$ cat src/rtl/alu_pkg.sv
// alu_pkg: shared constants and types for the RV32I ALU self-test engine.
//   - funct3/funct7 encodings of the ten register-register ALU ops
//   - op_e: op index 0..9 in the order the BIST steps through them
//   - bist_state_e: BIST controller states
//   - operand-pair constants and helpers mapping pair/op index to ALU inputs
package alu_pkg;

  localparam logic [2:0] F3_ADD_SUB = 3'b000;
  localparam logic [2:0] F3_SLL     = 3'b001;
  localparam logic [2:0] F3_SLT     = 3'b010;
  localparam logic [2:0] F3_SLTU    = 3'b011;
  localparam logic [2:0] F3_XOR     = 3'b100;
  localparam logic [2:0] F3_SRL_SRA = 3'b101;
  localparam logic [2:0] F3_OR      = 3'b110;
  localparam logic [2:0] F3_AND     = 3'b111;

  localparam logic [6:0] F7_BASE = 7'h00;
  localparam logic [6:0] F7_ALT  = 7'h20;

  typedef enum logic [3:0] {
    OP_ADD  = 4'd0,
    OP_SUB  = 4'd1,
    OP_SLL  = 4'd2,
    OP_SLT  = 4'd3,
    OP_SLTU = 4'd4,
    OP_XOR  = 4'd5,
    OP_SRL  = 4'd6,
    OP_SRA  = 4'd7,
    OP_OR   = 4'd8,
    OP_AND  = 4'd9
  } op_e;

  typedef enum logic [2:0] {
    ST_IDLE,
    ST_DRIVE,
    ST_WAIT,
    ST_SAMPLE,
    ST_DONE
  } bist_state_e;

  localparam int          NUM_PAIRS       = 3;
  localparam int          NUM_OPS         = 10;
  localparam int          NUM_VECTORS     = NUM_PAIRS * NUM_OPS;
  localparam logic [4:0]  LAST_VECTOR     = 5'(NUM_VECTORS - 1);
  localparam logic [3:0]  LAST_OP         = 4'(NUM_OPS - 1);
  localparam logic [4:0]  FIRST_FAIL_NONE = 5'd31;
  localparam logic [5:0]  FAIL_COUNT_MAX  = 6'd63;

  // Operand pairs: small positives, negative vs positive, large +/- values.
  localparam logic [31:0] PAIR0_A = 32'd20;
  localparam logic [31:0] PAIR0_B = 32'd7;
  localparam logic [31:0] PAIR1_A = 32'hFFFF_FF9C;  // -100
  localparam logic [31:0] PAIR1_B = 32'd4;
  localparam logic [31:0] PAIR2_A = 32'd10000000;
  localparam logic [31:0] PAIR2_B = 32'hFF67_6980;  // -10000000

  function automatic logic [31:0] pair_a(input logic [1:0] p);
    case (p)
      2'd0:    return PAIR0_A;
      2'd1:    return PAIR1_A;
      default: return PAIR2_A;
    endcase
  endfunction

  function automatic logic [31:0] pair_b(input logic [1:0] p);
    case (p)
      2'd0:    return PAIR0_B;
      2'd1:    return PAIR1_B;
      default: return PAIR2_B;
    endcase
  endfunction

  function automatic logic [2:0] op_funct3(input op_e op);
    case (op)
      OP_ADD, OP_SUB: return F3_ADD_SUB;
      OP_SLL:         return F3_SLL;
      OP_SLT:         return F3_SLT;
      OP_SLTU:        return F3_SLTU;
      OP_XOR:         return F3_XOR;
      OP_SRL, OP_SRA: return F3_SRL_SRA;
      OP_OR:          return F3_OR;
      default:        return F3_AND;
    endcase
  endfunction

  function automatic logic [6:0] op_funct7(input op_e op);
    return (op == OP_SUB || op == OP_SRA) ? F7_ALT : F7_BASE;
  endfunction

endpackage

$ cat src/rtl/alu_golden.sv
// alu_golden: combinational reference model of the RV32I integer ALU.
//   a, b     in   32  operands
//   op       in   op_e operation
//   res      out  32  result (32-bit wrap arithmetic, shifts by b[4:0])
//   eq, ge, less, ge_u, less_u  out  comparison flags of a vs b
module alu_golden
  import alu_pkg::*;
(
  input  logic [31:0] a,
  input  logic [31:0] b,
  input  op_e         op,
  output logic [31:0] res,
  output logic        eq,
  output logic        ge,
  output logic        less,
  output logic        ge_u,
  output logic        less_u
);

  logic [4:0] shamt;

  assign shamt  = b[4:0];
  assign eq     = (a == b);
  assign less   = ($signed(a) < $signed(b));
  assign ge     = !less;
  assign less_u = (a < b);
  assign ge_u   = !less_u;

  always_comb begin
    res = '0;
    case (op)
      OP_ADD:  res = a + b;
      OP_SUB:  res = a - b;
      OP_SLL:  res = a << shamt;
      OP_SLT:  res = {31'd0, less};
      OP_SLTU: res = {31'd0, less_u};
      OP_XOR:  res = a ^ b;
      OP_SRL:  res = a >> shamt;
      OP_SRA:  res = $unsigned($signed(a) >>> shamt);
      OP_OR:   res = a | b;
      OP_AND:  res = a & b;
      default: res = '0;
    endcase
  end

endmodule

$ cat src/rtl/alu_bist.sv
// alu_bist: built-in self-test engine for the RV32I ALU.
// Steps 30 vectors (3 operand pairs x 10 ops), drives each onto the ALU,
// waits SETTLE_CYCLES, then compares result and flags with alu_golden.
//   clk, rst                 clock, async active-high reset
//   start                    begin a run (honoured only in IDLE/DONE)
//   alu_a, alu_b, alu_funct3, alu_funct7   registered ALU stimulus
//   alu_res1, alu_eq, alu_ge, alu_less, alu_ge_u, alu_less_u  ALU response
//   busy, done, pass         run status
//   fail_count               failing vectors this run (saturating)
//   first_fail               index of first failing vector, 31 if none
module alu_bist
  import alu_pkg::*;
#(
  parameter int SETTLE_CYCLES = 1
) (
  input  logic        clk,
  input  logic        rst,
  input  logic        start,
  output logic [31:0] alu_a,
  output logic [31:0] alu_b,
  output logic [2:0]  alu_funct3,
  output logic [6:0]  alu_funct7,
  input  logic [31:0] alu_res1,
  input  logic        alu_eq,
  input  logic        alu_ge,
  input  logic        alu_less,
  input  logic        alu_ge_u,
  input  logic        alu_less_u,
  output logic        busy,
  output logic        done,
  output logic        pass,
  output logic [5:0]  fail_count,
  output logic [4:0]  first_fail
);

  localparam int CNT_W = (SETTLE_CYCLES > 1) ? $clog2(SETTLE_CYCLES) : 1;

  bist_state_e state_reg, state_next;

  logic [4:0]       v_reg, v_next;
  logic [1:0]       p_reg, p_next;
  logic [3:0]       k_reg, k_next;
  logic [CNT_W-1:0] cnt_reg;

  logic restart;
  logic load_vec;
  logic sample_en;
  logic mismatch;

  op_e         op_cur;
  logic [31:0] g_res;
  logic        g_eq, g_ge, g_less, g_ge_u, g_less_u;

  // ---------------------------------------------------------------
  // FSM: state register
  // ---------------------------------------------------------------
  always_ff @(posedge clk or posedge rst) begin
    if (rst) begin
      state_reg <= ST_IDLE;
    end else begin
      state_reg <= state_next;
    end
  end

  // ---------------------------------------------------------------
  // FSM: next-state logic
  // ---------------------------------------------------------------
  always_comb begin
    state_next = state_reg;
    case (state_reg)
      ST_IDLE, ST_DONE: if (start) state_next = ST_DRIVE;
      ST_DRIVE:         state_next = (SETTLE_CYCLES > 1) ? ST_WAIT : ST_SAMPLE;
      ST_WAIT:          if (cnt_reg == CNT_W'(1)) state_next = ST_SAMPLE;
      ST_SAMPLE:        state_next = (v_reg == LAST_VECTOR) ? ST_DONE : ST_DRIVE;
      default:          state_next = ST_IDLE;
    endcase
  end

  // ---------------------------------------------------------------
  // FSM: outputs and datapath strobes
  // The stimulus registers load on the edge that enters DRIVE, so the
  // ALU inputs are already valid while the FSM sits in DRIVE.
  // ---------------------------------------------------------------
  always_comb begin
    busy      = (state_reg == ST_DRIVE) || (state_reg == ST_WAIT) ||
                (state_reg == ST_SAMPLE);
    done      = (state_reg == ST_DONE);
    pass      = done && (fail_count == 6'd0);
    restart   = start && ((state_reg == ST_IDLE) || (state_reg == ST_DONE));
    sample_en = (state_reg == ST_SAMPLE);
    load_vec  = (state_next == ST_DRIVE);
  end

  // Vector index bookkeeping: v = 10*p + k kept as three counters so the
  // pair/op selects need no divider.
  always_comb begin
    v_next = v_reg;
    p_next = p_reg;
    k_next = k_reg;
    if (restart) begin
      v_next = '0;
      p_next = '0;
      k_next = '0;
    end else if (sample_en && (v_reg != LAST_VECTOR)) begin
      v_next = v_reg + 5'd1;
      if (k_reg == LAST_OP) begin
        k_next = '0;
        p_next = p_reg + 2'd1;
      end else begin
        k_next = k_reg + 4'd1;
      end
    end
  end

  // ---------------------------------------------------------------
  // Golden compare against the vector currently on the ALU inputs
  // ---------------------------------------------------------------
  assign op_cur = op_e'(k_reg);

  alu_golden u_golden (
    .a      (alu_a),
    .b      (alu_b),
    .op     (op_cur),
    .res    (g_res),
    .eq     (g_eq),
    .ge     (g_ge),
    .less   (g_less),
    .ge_u   (g_ge_u),
    .less_u (g_less_u)
  );

  assign mismatch = (alu_res1 != g_res) ||
                    ({alu_eq, alu_ge, alu_less, alu_ge_u, alu_less_u} !=
                     {g_eq, g_ge, g_less, g_ge_u, g_less_u});

  // ---------------------------------------------------------------
  // Datapath registers
  // ---------------------------------------------------------------
  always_ff @(posedge clk or posedge rst) begin
    if (rst) begin
      v_reg      <= '0;
      p_reg      <= '0;
      k_reg      <= '0;
      cnt_reg    <= '0;
      alu_a      <= '0;
      alu_b      <= '0;
      alu_funct3 <= '0;
      alu_funct7 <= '0;
      fail_count <= '0;
      first_fail <= FIRST_FAIL_NONE;
    end else begin
      v_reg <= v_next;
      p_reg <= p_next;
      k_reg <= k_next;

      // Settle counter: loaded in DRIVE, counts down through WAIT.
      if (state_reg == ST_DRIVE) begin
        cnt_reg <= CNT_W'(SETTLE_CYCLES - 1);
      end else if (state_reg == ST_WAIT) begin
        cnt_reg <= cnt_reg - CNT_W'(1);
      end

      // Stimulus holds its last value through DONE until the next DRIVE.
      if (load_vec) begin
        alu_a      <= pair_a(p_next);
        alu_b      <= pair_b(p_next);
        alu_funct3 <= op_funct3(op_e'(k_next));
        alu_funct7 <= op_funct7(op_e'(k_next));
      end

      if (restart) begin
        fail_count <= '0;
        first_fail <= FIRST_FAIL_NONE;
      end else if (sample_en && mismatch) begin
        if (fail_count != FAIL_COUNT_MAX) begin
          fail_count <= fail_count + 6'd1;
        end
        if (fail_count == 6'd0) begin
          first_fail <= v_reg;
        end
      end
    end
  end

endmodule

$ cat config.mk
export PLATFORM = sky130hd
export DESIGN_NAME = alu_bist
export DESIGN_NICKNAME = d
export VERILOG_FILES = /design/src/rtl/alu_pkg.sv /design/src/rtl/alu_golden.sv /design/src/rtl/alu_bist.sv
export SDC_FILE = /design/constraint.sdc
export NUM_CORES = 1
export LEC_CHECK = 0
export BUFFER_PORTS_ARGS = -buffer_cell sky130_fd_sc_hd__buf_4
export CAP_MARGIN = 20
export CORE_MARGIN = 10
export CORE_UTILIZATION = 27
export CTS_CLUSTER_DIAMETER = 50
export DETAILED_ROUTE_END_ITERATION = 10
export PLACE_DENSITY = 0.46
export SLEW_MARGIN = 20
export SYNTH_ARGS = -nofsm -noshare
export SYNTH_HDL_FRONTEND = slang
export SYNTH_SLANG_ARGS = --single-unit
$ cat constraint.sdc
create_clock -name clk -period 4.4 [get_ports clk]
set_clock_uncertainty 0.1 [all_clocks]
set_input_delay 0.66 -clock clk [delete_from_list [all_inputs] [get_ports clk]]
set_output_delay 0.66 -clock clk [all_outputs]
set_load 0.05 [all_outputs]
== Yosys cells after proc, flatten, opt, wreduce, memory -nomap -nowiden ==
Memory sizes are Yosys's and may differ from the RTL's. A register that Yosys moved wholly into a read port is not among the register bits.
Index checks and enable logic that the tools add are counted.

* $add $sub $neg: 7
* $lt $le $gt $ge: 2
* Equal/unequal tests: 23
* Shift operators: 3
* Multiplexer cells: 24
* Bitwise operators: 3
* Reduce and logical (&&, ||, !) cells: 23

{| class="wikitable"
|+ Operators with widths
! operator !! count
|-
| 32-bit one-hot mux with 10 select lines || 1
|-
| 32-bit one-hot mux with 2 select lines || 2
|-
| 32-bit < comparator || 2
|-
| 32-bit adder || 1
|-
| 32-bit AND || 1
|-
| 32-bit == test || 1
|-
| 32-bit != test || 1
|-
| 32-bit bitwise OR || 1
|-
| 32-bit by 5-bit << shifter with 32-bit output || 1
|-
| 32-bit by 5-bit >> shifter with 32-bit output || 1
|-
| 32-bit by 5-bit >>> shifter with 32-bit output || 1
|-
| 32-bit subtractor || 1
|-
| 32-bit XOR || 1
|-
| 5-bit two-way mux || 5
|-
| 6-bit two-way mux || 4
|-
| 4-bit by 3-bit == test with 1-bit output, second input constant || 5
|-
| 4-bit two-way mux || 3
|-
| 3-bit one-hot mux with 4 select lines || 1
|-
| 2-bit nonzero test || 5
|-
| 3-bit two-way mux || 3
|-
| 4-bit by 1-bit == test with 1-bit output, second input constant || 2
|-
| 4-bit by 2-bit == test with 1-bit output, second input constant || 2
|-
| 4-bit == test, second input constant || 2
|-
| 6-bit by 1-bit adder with 6-bit output, second input constant || 1
|-
| other kinds (23) || 37
|}

* Register bits after elaboration: 97
* Memory bits (read-only): 48
* Input port bits: 40
* Output and inout bits: 88
* Word-level logic and storage cells: 96
* Memories kept: 1

{| class="wikitable"
|+ Memory list
! memory !! depth !! bits a word !! read ports !! clocked after memory_dff !! wr ports !! line !! RTL
|-
| (name not given) || 16 || 3 || 1 || 1 || 0 || alu_pkg.sv:74 || <nowiki>case (op)</nowiki>
|}

== Longest topological paths before layout ==
* Depth after elaboration: 7
* Gate-level depth with buffers: 15
* Gate-level depth less buffers: 13

== Modules after synthesis ==
A second synthesis with hierarchy kept.

* Cell total of the unflattened synthesis: 1537
* Area total of the unflattened synthesis: 10940.5 um^2

{| class="wikitable"
|+ By module, submodules not included
! module !! times used !! cells each !! area an instance (um^2) !! seq. area each (um^2)
|-
| alu_golden || 1 || 1236 || 8200.4 || 0.0
|-
| alu_bist || 1 || 301 || 2740.1 || 882.1
|}

== Least setup slack after synthesis ==
OpenSTA, ideal clock, no wires.

* Path kind: register -> register
* Start point: register alu_a[30]
* End point: register fail_count[0]
* Setup time: 0.065 ns
* Arrival time: 4.497 ns
* Data required time: 4.235 ns
* Path slack: -0.262 ns
* Cell stages (with the launch flop): 15
* Buffers on the path: 2
* Cells stage by stage: dfrtp_1 > buf_2 > clkinv_1 > ha_1 > buf_4 > nor4_1 > o21ai_0 > o21ai_0 > a211oi_1 > xnor2_1 > nor4_1 > nand4_1 > or4b_4 > a211o_1 > nand2_1

* Word-level cells in the longest chain between the ends: 7

{| class="wikitable"
|+ Ends and longest elaborated chain
! element !! line !! RTL
|-
| from (decl) || alu_bist.sv:19 || <nowiki>output logic [31:0] alu_a,</nowiki>
|-
| from (signal assigned) || alu_bist.sv:165 || <nowiki>alu_a <= pair_a(p_next);</nowiki>
|-
| 32-bit subtractor (tied with other cells) || alu_golden.sv:33 || <nowiki>OP_SUB: res = a - b;</nowiki>
|-
| 32-bit one-hot mux with 10 select lines (tied with other cells) || alu_golden.sv:31 || <nowiki>case (op)</nowiki>
|-
| 32-bit != test / 5-bit != test (equally long branches) || alu_bist.sv:132, alu_bist.sv:133 ||
|-
| 1-bit logical OR * || alu_bist.sv:132 || <nowiki>assign mismatch = (alu_res1 != g_res) ||</nowiki>
|-
| 1-bit logical AND * || alu_bist.sv:174 || <nowiki>end else if (sample_en && mismatch) begin</nowiki>
|-
| 2-bit nonzero test (no source line) * || n/a ||
|-
| 2-bit AND reduction (no source line) * || n/a ||
|-
| to (signal assigned) || alu_bist.sv:176 || <nowiki>fail_count <= fail_count + 6'd1;</nowiki>
|-
| to (decl) || alu_bist.sv:32 || <nowiki>output logic [5:0] fail_count,</nowiki>
|}

Mark *: on every way between the ends. The rest lies on a longest branch, timed or not.
A chain may end at the register's enable or synchronous reset.

== Worst setup path after layout ==
* Start point: register alu_a[23]
* End point: register fail_count[1]

Same word-level chain as after synthesis.

==> summary.md <==
| Metric | Value |
|---|---|
| Number of synthesized flops with an enable pin | `0` |
| Vias/cell | `between 5 and 6` |
| Ys async rst share | `1.000` |
| RD Place Congestion | `about 0.93` |
| Non-Filler Instances | `936` |
| Commonest cells after routing, fill and taps aside | `139 x buf_4, 56 x nor2_1, 50 x nand2_1` |
| Sw frac | `0.5912` |
| H-Tree Depth | `2` |
| Synth Area in XOR/XNOR | `0.06464` |
| Netlist Area Pre-Place | `0.005014 mm²` |
| CTS buffer count | `5` |
| Top Ports | `between 100 and 150` |
| Hold path cells | `2` |
| Syn. warnings | `0` |
| Worst VDD drop | `roughly 0.38 mV` |
| Largest family of logic cells by synthesized area | `simple AND/OR/NAND/NOR gates` |
| Die Y | `between 150 and 200 µm` |
| Setup TNS Final | `0 ps` |
| RSZ-0062 raised after global routing | `no` |
| Drc violations | `0` |
| Top FF cell, synth | `dfrtp_1` |
| All-Layer GR Usage | `0.1405` |
| FMAX | `0.2432 GHz` |
| Clk network pwr share | `0.071` |
| Initial Utilization | `0.2772` |
| Post-Synth Adder-Cell Area | `0.06389` |
| Reg power frac | `0.139` |
| Initial antenna violation count | `0` |
| Worst skew pair latency | `~280 ps` |
| Crit path kind | `reg2reg` |
| Pre-antenna DRT Iters | `7` |
| Synth Register Bits | `35` |
| R2R cell count | `12` |
| Routed wire length | `18.11 mm` |
| WP data required | `4520 ps` |
| Largest net degree at the start of global routing | `48` |
| Number of global-route vias before repair | `around 5000` |
| Origin of the worst min-delay path | `alu_funct3[2]` |
| Nets | `a little under 800` |
| Die area | `between 0.02 and 0.025 mm²` |
| Die W | `156.3 µm` |
| Area grow syn2layout | `16.25%` |
| Slew Limit Fails | `0` |
| CP Launch Type | `flop` |
| Area after DPL | `around 0.0057 mm²` |
| Final number of hold-violating endpoints | `0` |
| Synth Area per Inst | `a little under 8 µm²` |
| Final Critical Period | `between 4000 and 5000 ps` |
| ANT cells | `0` |
| Int Pwr | `between 1.5 and 2 mW` |
| CP Capture Type | `flop` |
| First-pass GRT wire length | `~28 mm` |
| Design area | `just under 0.006 mm²` |
| Max-slew headroom | `0.3191` |
| Port-buffer cells | `roughly 110` |
| Final ANT Viol Nets | `0` |
| Most common cell after layout, fill and taps aside | `buf_4` |
| CTS tree | `done` |
| Multiplexer share of the synthesized area | `0.03070` |
| # hold bufs at CTS | `0` |
| Final setup viols | `0` |
| Compound-Gate Fraction of Synth Area | `0.2296` |
| Crit-path max FO | `6` |
| Fin util | `0.3222` |
| CTS max path bufs | `2` |
| Post-Synth Simple-Gate Area | `0.2748` |
| Sink Count | `35` |
| HP Class | `reg2reg` |
| Proportion of layout cells with a drive suffix above 1 | `0.2560` |
| Max Cap Viol | `0` |
| Post-Place Cells | `approximately 900` |
| Clock transition at the registers of the reported paths | `about 60 ps` |
| Routed length per instance | `a little under 20 µm` |
| CORE AREA | `approximately 0.018 mm²` |
| Total gr overflow | `0` |
| 1st-iter DRT viols | `~450` |
| Filler cells | `approximately 2000` |
| Via count | `4989` |
| DP HPWL | `14.27 mm` |
| Net Switching | `roughly 2.8 mW` |
| Reg-to-reg startpoint | `alu_a[23]` |
| Slew @ Worst Pin | `a little over 1000 ps` |
| Outcome | `finished clean` |
| Rows | `between 40 and 50` |
| CTS resizes | `0` |
| Max reg flops | `6` |
| LEAKAGE | `2.530 nW` |
| Worst Path Arrival | `4230 ps` |
| Sequential-to-total area share from yosys stat | `0.1759` |
| Mapped Cells | `about 650` |
| Pwr Density | `a little over 800 mW/mm²` |
| Final Cycle Share | `0.9345` |
| Design Power | `roughly 4.8 mW` |
| Combinational cell fraction of total power | `0.790` |
| Yosys cell types | `85` |
| Crit path from | `alu_a[23]` |
| Root buffer cell | `clkbuf_16` |
## worst max-delay path, stage by stage, from the launching register on
cell and delay (ps):
dfrtp_1 440, ha_1 350, fa_1 500, ha_1 310
a22oi_1 160, o211ai_1 130, nor3_1 360, xor2_1 210
o311ai_1 200, a2111oi_4 380, or4b_4 560, a211o_1 280
nand2_1 70
## synthesized netlist by cell type (15+ instances only)
master   count  area [µm²]
buf_4       76       570.6
nor2_1      56       210.2
nand2_1     50       187.7
a21oi_1     39       195.2
o21ai_0     37       185.2
dfrtp_1     30       750.7
ha_1        24       300.3
xnor2_1     21       183.9
nor3_1      20       100.1
nand3_1     18       90.09
buf_2       16       80.08
inv_1       16       60.06
xor2_1      16       140.1
nor2b_1     15       93.84
## logic make-up after synthesis
group / count (synthesis)
compound gates: 164
xor+xnor: 37
fa+ha+maj: 25
buf+inv: 124
flops: 35
mux: 15
other cells: 1
simple gates: 245
## final timing paths
kind / endpoint / slack (ps)
setup reg to reg: fail_count[1] / 290
hold / removal: alu_funct3[2] / 370
max in group asynchronous: first_fail[4] / 3460
min in group asynchronous: alu_funct3[2] / 390
hold reg to reg: alu_funct3[2] / 370
setup / recovery: fail_count[1] / 290
## metrics by stage
| step | worst slack, ps | hold slack [ps] |
|---|---|---|
| floorplan | 109.0 | 399.8 |
| global placement | 173.5 | 362.0 |
| detailed placement | 217.8 | 361.4 |
| CTS | 188.9 | 381.7 |
| global route | 20.32 | 441.6 |
| finish | 288.3 | 374.1 |
## layer usage
metal	track usage	vias to the layer above	part of all wire
li1	-	2366	-
met1	0.1738	2382	0.42
met2	0.2423	211	0.49
met3	0.02385	30	0.066
met4	0.04584	0	0.026
met5	0	-	0
## repair_timing
action,in CTS,in global routing
buffers inserted,0,1
endpoints found under the hold margin,0,0
endpoints found under the setup margin,0,3
## final cells by class
| cell class | instances | area (µm²) | share of cell area |
|---|---|---|---|
| tap | 229 | 286.5 | 0.04916 |
| sequential | 35 | 883.3 | 0.1516 |
| clock inverter | 2 | 12.51 | 0.002147 |
| timing repair buffer | 139 | 1044 | 0.1790 |
| clock buffer | 6 | 128.9 | 0.02211 |
| inverter | 18 | 67.56 | 0.01159 |
| multi-input combinational | 507 | 3406 | 0.5844 |
## power groups by stage
stage / registers [mW] / clock network (mW) / logic, mW
2_1_floorplan: 0.832 / 0 / 2.68
3_3_place_gp: 0.668 / 0 / 3.79
3_5_place_dp: 0.671 / 0 / 3.78
4_1_cts: 0.669 / 0.356 / 3.80
5_1_grt: 0.698 / 0.368 / 4.09
6_report: 0.666 / 0.343 / 3.80
Note: power is estimated with default switching activity, not from simulation.
